### src/rtl/id_ex_stage.sv
// id_ex_stage: decode->execute pipeline register with bubble insertion and operand forwarding
module id_ex_stage #(
  parameter int DATA_W = 32,
  parameter int ALUC_W = 3,
  parameter int CNT_W  = 16
) (
  input  logic              clk,
  input  logic              rst,
  input  logic              stallD,
  input  logic              flushE,
  input  logic              stallE,
  input  logic [DATA_W-1:0] rd1D,
  input  logic [DATA_W-1:0] rd2D,
  input  logic [DATA_W-1:0] immD,
  input  logic [DATA_W-1:0] pcplus4D,
  input  logic [4:0]        rsD,
  input  logic [4:0]        rtD,
  input  logic [4:0]        rdD,
  input  logic              regwriteD,
  input  logic              memtoregD,
  input  logic              memwriteD,
  input  logic              alusrcD,
  input  logic              regdstD,
  input  logic [ALUC_W-1:0] alucontrolD,
  input  logic [1:0]        forwardaE,
  input  logic [1:0]        forwardbE,
  input  logic [DATA_W-1:0] aluoutM,
  input  logic [DATA_W-1:0] resultW,
  output logic [4:0]        rsE,
  output logic [4:0]        rtE,
  output logic [4:0]        writeregE,
  output logic              regwriteE,
  output logic              memtoregE,
  output logic              memwriteE,
  output logic [ALUC_W-1:0] alucontrolE,
  output logic [DATA_W-1:0] srcaE,
  output logic [DATA_W-1:0] srcbE,
  output logic [DATA_W-1:0] writedataE,
  output logic [DATA_W-1:0] pcplus4E,
  output logic              validE,
  output logic [CNT_W-1:0]  bubble_cnt
);
  typedef struct packed {
    logic              regwrite;
    logic              memtoreg;
    logic              memwrite;
    logic              alusrc;
    logic              regdst;
    logic [ALUC_W-1:0] aluc;
    logic [4:0]        rs;
    logic [4:0]        rt;
    logic [4:0]        rd;
    logic [DATA_W-1:0] rd1;
    logic [DATA_W-1:0] rd2;
    logic [DATA_W-1:0] imm;
    logic [DATA_W-1:0] pc4;
    logic              valid;
  } e_t;
  e_t               e_q, e_d, load;
  logic [CNT_W-1:0] cnt_q, cnt_d;
  logic             bubble;
  logic [DATA_W-1:0] fa, fb;
  // Next E contents: flush beats stallE beats stallD; a bubble is all-zero so hazard compares never match
  always_comb begin
    load   = '{regwriteD, memtoregD, memwriteD, alusrcD, regdstD, alucontrolD,
               rsD, rtD, rdD, rd1D, rd2D, immD, pcplus4D, 1'b1};
    bubble = flushE | (~stallE & stallD);
    e_d    = bubble ? '0 : stallE ? e_q : load;
    cnt_d  = (bubble && cnt_q != '1) ? cnt_q + 1'b1 : cnt_q;
  end
  // E register and saturating bubble counter
  always_ff @(posedge clk or posedge rst) begin
    if (rst) begin
      e_q   <= '0;
      cnt_q <= '0;
    end else begin
      e_q   <= e_d;
      cnt_q <= cnt_d;
    end
  end
  // Forwarding muxes; 11 falls back to the register value like 00
  always_comb begin
    fa = forwardaE == 2'b10 ? aluoutM : forwardaE == 2'b01 ? resultW : e_q.rd1;
    fb = forwardbE == 2'b10 ? aluoutM : forwardbE == 2'b01 ? resultW : e_q.rd2;
  end
  assign srcaE       = fa;
  assign writedataE  = fb;
  assign srcbE       = e_q.alusrc ? e_q.imm : fb;
  assign writeregE   = e_q.regdst ? e_q.rd : e_q.rt;
  assign rsE         = e_q.rs;
  assign rtE         = e_q.rt;
  assign regwriteE   = e_q.regwrite;
  assign memtoregE   = e_q.memtoreg;
  assign memwriteE   = e_q.memwrite;
  assign alucontrolE = e_q.aluc;
  assign pcplus4E    = e_q.pc4;
  assign validE      = e_q.valid;
  assign bubble_cnt  = cnt_q;
endmodule

### config.mk
export PLATFORM = sky130hd
export DESIGN_NAME = id_ex_stage
export DESIGN_NICKNAME = d
export VERILOG_FILES = /design/src/rtl/id_ex_stage.sv
export SDC_FILE = /design/constraint.sdc
export NUM_CORES = 1
export LEC_CHECK = 0
export BUFFER_PORTS_ARGS = -buffer_cell sky130_fd_sc_hd__buf_4
export CAP_MARGIN = 15
export CORE_MARGIN = 4
export CORE_UTILIZATION = 25
export DETAILED_ROUTE_END_ITERATION = 10
export GPL_ROUTABILITY_DRIVEN = 0
export SLEW_MARGIN = 20
export SYNTH_ARGS = -nofsm -noshare
export SYNTH_HDL_FRONTEND = slang
export SYNTH_SLANG_ARGS = --single-unit
export TNS_END_PERCENT = 30
### constraint.sdc
create_clock -name clk -period 11.1 [get_ports clk]
set_clock_uncertainty 0.2 [all_clocks]
set_input_delay 1.11 -clock clk [delete_from_list [all_inputs] [get_ports clk]]
set_output_delay 1.11 -clock clk [all_outputs]
set_load 0.01 [all_outputs]
**Word-level counts from Yosys, hierarchy flattened**

Index checks and enable logic that the tools add are counted.

- Output and inout bits: 166
- Flip-flop bits (word level): 168

- Add/subtract/negate cells: 1
- Reduce and logical (&&, ||, !) cells: 1
- Mux-type cells: 8
- Equal/unequal tests: 6
- Bitwise operators: 3

Operators with widths:

| operator | count |
|---|---|
| $mux W152 | 2 |
| $mux W32 | 5 |
| $add A16 B1 Y16 const B | 1 |
| $ne A16 B16 Y1 const B | 1 |
| $mux W5 | 1 |
| $eq A2 B1 Y1 const B | 2 |
| $eq A2 B2 Y1 const B | 2 |
| $ne A2 B1 Y1 const B | 1 |
| $and A1 B1 Y1 | 1 |
| $logic_and A1 B1 Y1 | 1 |
| $not A1 Y1 | 1 |
| $or A1 B1 Y1 | 1 |

**Logic depth before layout (Yosys ltp)**

Gate-level depths: netlist (run 1).

- Depth in word-level cells: 4
- Gate-level depth with buffers: 7
- Depth with buffers taken out: 6

**Worst setup path before layout (run 1)**

Ideal clock, no wire load.

- Path kind: input-to-output
- Start point: input port forwardaE[1]
- End point: output port srcaE[10]
- Data required time: 9.790 ns
- Arrival time: 2.206 ns
- Path slack: 7.584 ns
- Stages on the path: 6
- Cell sequence: buf_2 -> nand2b_1 -> clkbuf_1 -> clkbuf_1 -> o22ai_1 -> nor2_1

- Word-level cells in the longest chain between the ends: 3
- Elaborated cells on any way between the ends: 4
- Classes of those cells: eq/ne: 2; mux: 2

RTL lines:

| element | line | text |
|---|---|---|
| from (decl) | 25 | `input logic [1:0] forwardaE,` |
| $eq A2 B1 Y1 | 83 | `fa = forwardaE == 2'b10 ? aluoutM : forwardaE == 2'b01 ? resultW : e_q.rd1;` |
| $mux W32 | 83 |  |
| $mux W32 (*) | 83 |  |
| to (decl) | 36 | `output logic [DATA_W-1:0] srcaE,` |

Every way passes the cells marked *; elsewhere a longest branch is shown, timed or not.

**Worst setup path after layout (run 1)**

- Start point: input port forwardaE[0]
- End point: output port srcaE[0]

Same word-level chain as after synthesis.

==> impl_metrics.ini, run 1 <==
[final_layout]
mostFrequentLayoutCells = buf_4 (396), nor2_1 (255), dfrtp_1 (167), mux2i_1 (165), o22ai_1 (50)
area_delta_synth_final_pct = 39.9
stdcell_count = 1688
layout_commonest_cell = buf_4
fin_nets = 1445
drive_gt1_share_pct = 36.3
insertedDiodeCount = 0
fillers = 3569

[worst_setup_path]
cp-end-kind = primary output
crit_type = input port to primary output
crit_path_start_kind = input port
crit_required_ns = 9.79
cp_max_fo = 41
crit_slowest_cell = nand2b_1
crit_arrival_ns = 3.77
path_buf_inv = 2
cpPeakStageDelay_ns = 0.87
cp_cell_sequence = buf_4 > nand2b_1 > nand2_1 > nor2_1 > nor2_1 > buf_4
critPathTopFamily = simple AND/OR/NAND/NOR gates

[floorplan]
die_x_um = 196
initial_core_util_pct = 25.4
num_io_pins = 390
core_area_um2 = 34700
die_h_um = 196
rows = 68
dieArea_um2 = 38400

[grt]
antenna_found_initial = 0
first_global_vias = 8118
grt_usage_pct = 15.9
grt_pass1_wl_um = 48300
grt-ovfl-total = 0
grt_max_degree = 86

[power_and_ir_drop]
p_leak_nw = 6.28
power_mw = 1.69
peakVddDrop_mv = 0.0949
p_per_area_nw_per_um2 = 137

[clock_network]
cts_setup_buffers = 0
clock_path_buffers = 2
worstSkewPairLatency_ns = 0.44
cts-root-buf = clkbuf_16
cts_resized = 0
h-tree-depth = 4
path_clk_slew_ns = 0.07
cts.sinks = 168
ctsHoldBuffers = 0
numCtsBuffers = 17
cts_tree = done

[synth]
yosysWarnings = 0
syn_area_um2 = 8820
synth_edf_count = 0
synth_fp_nets = 1137
ys_types = 34
syn_avg_cell_area_um2 = 9.67
synth-seq-area-share_pct = 47.6
synth_top_area_share_pct = 47.6
synth.area.top_cells = dfrtp_1 (48%), mux2i_1 (19%), nor2_1 (11%)
synth_area_leader_cell = dfrtp_1
async_flop_share_pct = 100
ys.flop_type = dfrtp_1
ys_seq_elements = 168
synthCells = 912

[place]
dp_cells = 1656
pre_cts_slack_ns = 5.99
dp_hpwl_um = 23000
portBuffers = 389

[sta]
finalHoldViolCount = 0
post-route-min-period_ns = 5.08
max_freq_ghz = 0.197
setup_violations = 0
final.setup.tns_ns = 0
fin_crit_sh_pct = 45.7
worstMarginPinSlew_ns = 1.08
rsz0062_at_grt = no
final.setup.worst_slack_ns = 6.02
slew_violations = 0
slew_headroom_pct = 27.8

[routing]
drtIter0Drc = 345
drc_errors = 0
routed_wl_um = 31400
first_pass_iters = 5
vias_per_cell = 4.67
routed-via-count = 7883
routedWlPerCell_um = 18.6
ant_nets = 0

[outcome]
status = finished clean

[job]
maxCapViolations = 0

[min_path]
hold_class = flip-flop to flip-flop
report_power, final:
group | internal (mW) | switching [mW]
registers | 0.656 | 0.0488
logic | 0.207 | 0.206
clock network | 0.301 | 0.273
total | 1.16 | 0.527
cells in the mapped netlist, types with 2 or more instances:
| master | count |
|---|---|
| nor2_1 | 255 |
| dfrtp_1 | 168 |
| mux2i_1 | 165 |
| o22ai_1 | 50 |
| buf_4 | 45 |
| nand2_1 | 38 |
| o31ai_1 | 31 |
| clkbuf_1 | 28 |
| buf_2 | 23 |
| a211oi_1 | 14 |
| a21oi_1 | 14 |
| nor2b_1 | 14 |
| buf_1 | 12 |
| xnor2_1 | 8 |
| nand3_1 | 7 |
| xor2_1 | 7 |
| mux2_2 | 6 |
| nand2b_1 | 4 |
| nand4_1 | 4 |
| nor3_1 | 4 |
| nor4_4 | 2 |
registers in the layout, indices dropped and copies added, names as in the netlist:
register,cells
rsE,5
memwriteE,1
rtE,5
regwriteE,1
memtoregE,1
pcplus4E,32
validE,1
bubble_cnt,16
alucontrolE,3
e_q,103
cells by family (layout without fill, tap and decap cells):
family,Yosys count,after routing,synth area share (%)
simple gates,334,334,15.7
compound gates,112,112,8.44
xor+xnor,15,15,1.49
mux,172,172,19.7
flops,168,168,47.6
buf+inv,110,431,6.92
fa+ha+maj,1,1,0.142
final timing paths:
check / endpoint / slack (ns) / cells after the start / start
worst max-delay path: srcaE[0] / 6.02 / 6 / forwardaE[0]
worst min-delay path: validE$_DFFE_PP0P_ / 0.29 / 1 / validE$_DFFE_PP0P_
worst max register to register: bubble_cnt[15]$_DFFE_PP0P_ / 9.13 / 6 / bubble_cnt[0]$_DFFE_PP0P_
worst min register to register: validE$_DFFE_PP0P_ / 0.29 / 1 / validE$_DFFE_PP0P_
max in group asynchronous: e_q[148]$_DFFE_PP0P_ / 8.99 / 3 / rst
min in group asynchronous: pcplus4E[16]$_DFFE_PP0P_ / 0.45 / 2 / rst
routing by layer:
metal  vias up  global-route usage, %  routed length [µm]  share of wire [%]
met2       325                   25.3               14700                 47
met1      3813                   21.0               13600                 43
li1       3708                      -                   -                  -
met5         -                      0                   0                  0
met3        37                   4.38                2460                7.8
met4         0                   5.38                 632                2.0
area by class of cell:
type	instances	area (µm²)	share of cell area (%)
tap	455	569	4.61
clock buffer	20	457	3.70
sequential	168	4210	34.1
multi-input combinational	634	4020	32.6
timing repair buffer	397	2990	24.2
clock inverter	12	91.3	0.740
inverter	2	12.5	0.101
through the flow:
stage / area [µm²] / hold WS, ns / util (%)
global placement: 11800 / 0.270 / 34.0
global route: 12300 / 0.315 / 35.6
finish: 12300 / 0.291 / 35.6
detailed placement: 11800 / 0.277 / 34.0
CTS: 12300 / 0.295 / 35.6
floorplan: 8820 / 0.284 / -
(Power assumes the default switching activity.)
==> run 2: changes to the inputs <==
--- a/config.mk
+++ b/config.mk
@@ -5,6 +5,7 @@
 export SDC_FILE = /design/constraint.sdc
 export NUM_CORES = 1
 export LEC_CHECK = 0
+export ABC_AREA = 1
 export BUFFER_PORTS_ARGS = -buffer_cell sky130_fd_sc_hd__buf_4
 export CAP_MARGIN = 15
 export CORE_MARGIN = 4
==> constraint.sdc (replaced) <==
create_clock -name clk -period 4.6 [get_ports clk]
set_clock_uncertainty 0.2 [all_clocks]
set_input_delay 0.46 -clock clk [delete_from_list [all_inputs] [get_ports clk]]
set_output_delay 0.46 -clock clk [all_outputs]
set_load 0.01 [all_outputs]
==> impl_metrics.ini, run 2 <==
[worst_setup_path]
crit_required_ns = 3.94
crit_type = input port to primary output
reg2reg_depth = 9
reg2reg_setup_slack_ns = 2.67
cp-end-kind = primary output
cp_max_fo = 28
r2r_end = bubble_cnt[2]$_DFFE_PP0P_
r2r_start = bubble_cnt[0]$_DFFE_PP0P_
crit_arrival_ns = 2.69
crit_path_start_kind = input port

[min_path]
hp-start = pcplus4D[3]
whs_endpoint = pcplus4E[3]$_DFFE_PP0P_
min_path_cells = 3
hold_class = input port to flip-flop

[grt]
grt_max_degree = 117
grt_usage_pct = 18.0
grt_pass1_wl_um = 54600
grt-ovfl-total = 0
antenna_found_initial = 2
first_global_vias = 8989

[routing]
drc_errors = 0
routed-via-count = 9235
first_pass_iters = 5
drtIter0Drc = 463
routedWlPerCell_um = 19.1
routed_wl_um = 37300
ant_nets = 0
vias_per_cell = 4.73

[sta]
fin_hold_ws_ns = 0.0439
rsz0062_at_grt = no
setup_violations = 0
slew_violations = 0
post-route-min-period_ns = 3.35
worstMarginPinSlew_ns = 1.06
final.setup.tns_ns = 0
fin_crit_sh_pct = 72.7
finalHoldViolCount = 0
slew_headroom_pct = 29.3
max_freq_ghz = 0.299

[outcome]
status = finished clean

[synth]
synth_top_area_share_pct = 46.1
synth_edf_count = 0
synth_area_leader_cell = dfrtp_1
ys_types = 27
synth_fp_nets = 1408
synthCells = 1183
synth.area.top_cells = dfrtp_1 (46%), nand3_1 (12%), nand2_1 (12%)
synth_common_cells = nand2_1 (295), nand3_1 (224), dfrtp_1 (168)
yosysWarnings = 0
syn_avg_cell_area_um2 = 7.71
synth-seq-area-share_pct = 46.1
ys_seq_elements = 168
synth_most_common_cell = nand2_1
async_flop_share_pct = 100
syn_area_um2 = 9130
ys.flop_type = dfrtp_1

[power_and_ir_drop]
peakVddDrop_mv = 0.244
p_leak_nw = 6.20
p_per_area_nw_per_um2 = 328

[job]
maxCapViolations = 0

[final_layout]
largest_register_ff_count = 103
layout_commonest_cell = buf_4
fin_nets = 1703
mostFrequentLayoutCells = buf_4 (400), nand2_1 (295), nand3_1 (224), dfrtp_1 (168), inv_1 (115)
area_delta_synth_final_pct = 38.1
fillers = 3828
regMostFlops = e_q
stdcell_area_um2 = 12600
drive_gt1_share_pct = 31.0
stdcell_count = 1953

[clock_network]
numCtsBuffers = 17
cts_setup_buffers = 0
clock_path_buffers = 2
path_clk_slew_ns = 0.07
cts_tree = done
h-tree-depth = 4
worstSkewPairLatency_ns = 0.44
cts-root-buf = clkbuf_16
cts.sinks = 168

[place]
portBuffers = 389
placed_area_um2 = 12000
dp_cells = 1919
dp_hpwl_um = 26900

[floorplan]
core_area_um2 = 35800
initial_core_util_pct = 25.5
num_io_pins = 390
dieArea_um2 = 39600
die_h_um = 199
rows = 69
die_x_um = 199
## run 2: changes by cell type after synthesis, moves of 16 or more
| cell | previous run | this run |
|---|---|---|
| o31ai_1 | 31 | 0 |
| nand3_1 | 7 | 224 |
| inv_1 | 1 | 118 |
| nor2_1 | 255 | 29 |
| o211ai_1 | 0 | 50 |
| o21ai_0 | 0 | 109 |
| o21ai_2 | 0 | 16 |
| buf_4 | 45 | 61 |
| o22ai_1 | 50 | 2 |
| mux2i_1 | 165 | 0 |
| nand2_1 | 38 | 295 |
## run 2: worst max-delay path by stage
stage,start,endpoint,slack [ns],cells past startpoint
after floorplan,rst,alucontrolE[0]$_DFFE_PP0P_,1.80,1
after global placement,forwardaE[0],srcaE[13],1.26,7
after detailed placement,forwardaE[0],srcaE[13],1.24,7
after CTS,forwardaE[0],srcaE[13],1.24,7
after global routing,forwardbE[0],srcbE[18],1.09,9
final,forwardaE[0],srcaE[0],1.25,6
## run 2: cell families (layout without fill, tap and decap cells)
kind of cell	count (synthesis)	after routing	share of synthesized area, %
xor+xnor	2	2	0.192
compound gates	200	200	13.2
simple gates	565	565	26.9
other cells	0	1	0
buf+inv	247	555	13.5
fa+ha+maj	1	1	0.137
flops	168	168	46.1
## run 2: report_power, final
group | switching (mW) | internal [mW]
logic | 0.527 | 0.410
clock network | 0.674 | 0.868
registers | 0.0775 | 1.57
## run 2: cell type report
cell class | instances | area (µm²) | area share [%]
flip-flops and latches | 168 | 4200 | 33.4
multi-input cells | 768 | 3700 | 29.4
repair buffers | 402 | 3030 | 24.1
well taps | 461 | 577 | 4.58
inverters | 121 | 468 | 3.71
clock buffers | 17 | 425 | 3.38
clock inverters | 15 | 191 | 1.52
diodes | 1 | 2.50 | 0.0199
## run 2: what timing repair did
action / in CTS / in global routing
hold buffers: 1 / 0
hold endpoints to repair: 18 / 0
resized for setup: 0 / 0
## run 2: stage by stage
| step | util (%) | setup slack, ns | power (mW) |
|---|---|---|---|
| final | 35.2 | 1.25 | 4.13 |
| after global routing | 35.2 | 1.09 | 4.35 |
| after CTS | 35.2 | 1.24 | 4.20 |
| after detailed placement | 33.4 | 1.24 | 2.63 |
| after global placement | 33.4 | 1.26 | 2.62 |
| after floorplan | - | 1.80 | 2.13 |
## run 2: per-layer routing
metal	up-vias	track usage (%)	share of wire, %
li1	4435	-	-
met1	4397	22.4	41
met2	365	30.0	48
met3	36	5.97	8.9
met4	2	5.42	1.8
met5	-	0	0.027
## run 2: worst max-delay path: stages
cell and delay, ns:
buf_4 0.09, inv_1 0.07, nand2_2 0.51, nand2_1 0.78
o211ai_1 0.57, buf_4 0.19
==> run 3: changes to the inputs <==
--- a/config.mk
+++ b/config.mk
@@ -5,7 +5,7 @@
 export SDC_FILE = /design/constraint.sdc
 export NUM_CORES = 1
 export LEC_CHECK = 0
-export ABC_AREA = 1
+export ABC_AREA = 0
 export BUFFER_PORTS_ARGS = -buffer_cell sky130_fd_sc_hd__buf_4
 export CAP_MARGIN = 15
 export CORE_MARGIN = 4
==> constraint.sdc (replaced) <==
create_clock -name clk -period 3.45 [get_ports clk]
set_clock_uncertainty 0.2 [all_clocks]
set_input_delay 0.345 -clock clk [delete_from_list [all_inputs] [get_ports clk]]
set_output_delay 0.345 -clock clk [all_outputs]
set_load 0.01 [all_outputs]
==> impl_metrics.ini, run 3 (synthesis gave the netlist of run 1 again) <==
[outcome]
status = finished clean

[worst_setup_path]
crit_start = forwardbE[0]
cpPeakStageDelay_ns = 0.38
reg2reg_depth = 6
r2r_end = bubble_cnt[15]$_DFFE_PP0P_
cp_cell_sequence = buf_4 > nand2b_2 > nand2_2 > buf_4 > nor2_1 > o31ai_1 > buf_4
critPathCapture = srcbE[11]
reg2reg_setup_slack_ns = 1.49
cp-end-kind = primary output
crit_path_start_kind = input port
crit_slowest_cell = buf_4
r2r_start = bubble_cnt[0]$_DFFE_PP0P_
crit_top_cell = buf_4
crit_required_ns = 2.90
crit_type = input port to primary output
cp_max_fo = 24
crit_arrival_ns = 2.06

[place]
dp_cells = 1662
dp_hpwl_um = 23800
portBuffers = 389

[grt]
grt-ovfl-total = 0
grt_usage_pct = 16.7
antenna_found_initial = 4
first_global_vias = 9083
grt_pass1_wl_um = 51000
grt_max_degree = 93

[final_layout]
largest_register_ff_count = 103
regMostFlops = e_q
fin_nets = 1604
mostFrequentLayoutCells = buf_4 (397), nor2_1 (255), dfrtp_1 (167), mux2i_1 (165), dlygate4sd3_1 (153)
layout_commonest_cell = buf_4
drive_gt1_share_pct = 32.7
area_delta_synth_final_pct = 59.2
stdcell_count = 1851

[power_and_ir_drop]
p_leak_nw = 7.00
p_per_area_nw_per_um2 = 411
peakVddDrop_mv = 0.324

[routing]
drc_errors = 0
ant_nets = 0
vias_per_cell = 4.64
m1WireLength_um = 13700
routedWlPerCell_um = 18.0
first_pass_iters = 5
routed_wl_um = 33400
drtIter0Drc = 308
routed-via-count = 8586
wl_met2_um = 16400
top_layer = met4
dr_wl_met3_um = 2520

[floorplan]
rows = 68
core_area_um2 = 34700
dieArea_um2 = 38400
num_io_pins = 390
die_x_um = 196
initial_core_util_pct = 25.4
die_h_um = 196

[min_path]
min_path_cells = 3
hold_class = input port to flip-flop

[clock_network]
numCtsBuffers = 17
cts.sinks = 168
worstSkewPairLatency_ns = 0.44
cts_resized = 0
cts_setup_buffers = 0
cts-root-buf = clkbuf_16
cts_tree = done
h-tree-depth = 4
path_clk_slew_ns = 0.07
clock_path_buffers = 2
ctsHoldBuffers = 153

[sta]
finalHoldViolCount = 0
worstMarginPinSlew_ns = 0.815
setup_violations = 0
final.setup.tns_ns = 0
fin_crit_sh_pct = 75.5
slew_headroom_pct = 45.6
post-route-min-period_ns = 2.60
max_freq_ghz = 0.384
rsz0062_at_grt = no
slew_violations = 0

[job]
maxCapViolations = 0
[run 3: layer usage]
| metal | GRT usage, % | vias up |
|---|---|---|
| met5 | 0 | - |
| met4 | 5.87 | 0 |
| met3 | 4.74 | 52 |
| met2 | 28.6 | 349 |
| met1 | 20.2 | 4157 |
| li1 | - | 4028 |
[run 3: how the worst min path moves through the flow]
stage | start | to | slack (ns)
floorplan | e_q[129]$_DFFE_PP0P_ | e_q[129]$_DFFE_PP0P_ | 0.28
global placement | validE$_DFFE_PP0P_ | validE$_DFFE_PP0P_ | 0.27
detailed placement | validE$_DFFE_PP0P_ | validE$_DFFE_PP0P_ | 0.27
CTS | stallD | validE$_DFFE_PP0P_ | 0.01
global route | stallD | validE$_DFFE_PP0P_ | 0.04
finish | stallD | validE$_DFFE_PP0P_ | 0.06
[run 3: area by class of cell]
class,count,area [µm²]
clock buffers,18,439
clock inverters,14,165
fillers,3388,20700
flip-flops and latches,168,4210
repair buffers,556,4630
diodes,4,10.0
multi-input cells,634,4020
inverters,2,11.3
well taps,455,569
[run 3: power by group]
group          internal (mW)  leakage [nW]  switching, mW
clock                   1.11         0.295          0.897
combinational          0.791          4.47          0.704
sequential              2.11          2.24          0.163
[run 3: per-stage QoR]
step                      utilization (%)  area, µm²  total power, mW  setup slack (ns)  hold slack (ns)
after detailed placement             34.3      11900             3.67             0.893            0.270
after floorplan                         -       8830             2.95             0.764            0.284
final                                40.5      14000             5.77             0.846           0.0552
after global routing                 40.5      14000             6.08             0.732           0.0364
after CTS                            40.4      14000             5.86             0.827          0.00980
after global placement               34.3      11900             3.64             0.988            0.267
[run 3: worst max-delay path: cells and delay by family]
kind	cells	cell delay, ns
AO/OA/AOI/OAI	1	0.26
AND/OR/NAND/NOR	3	0.72
buffers and inverters	3	0.69
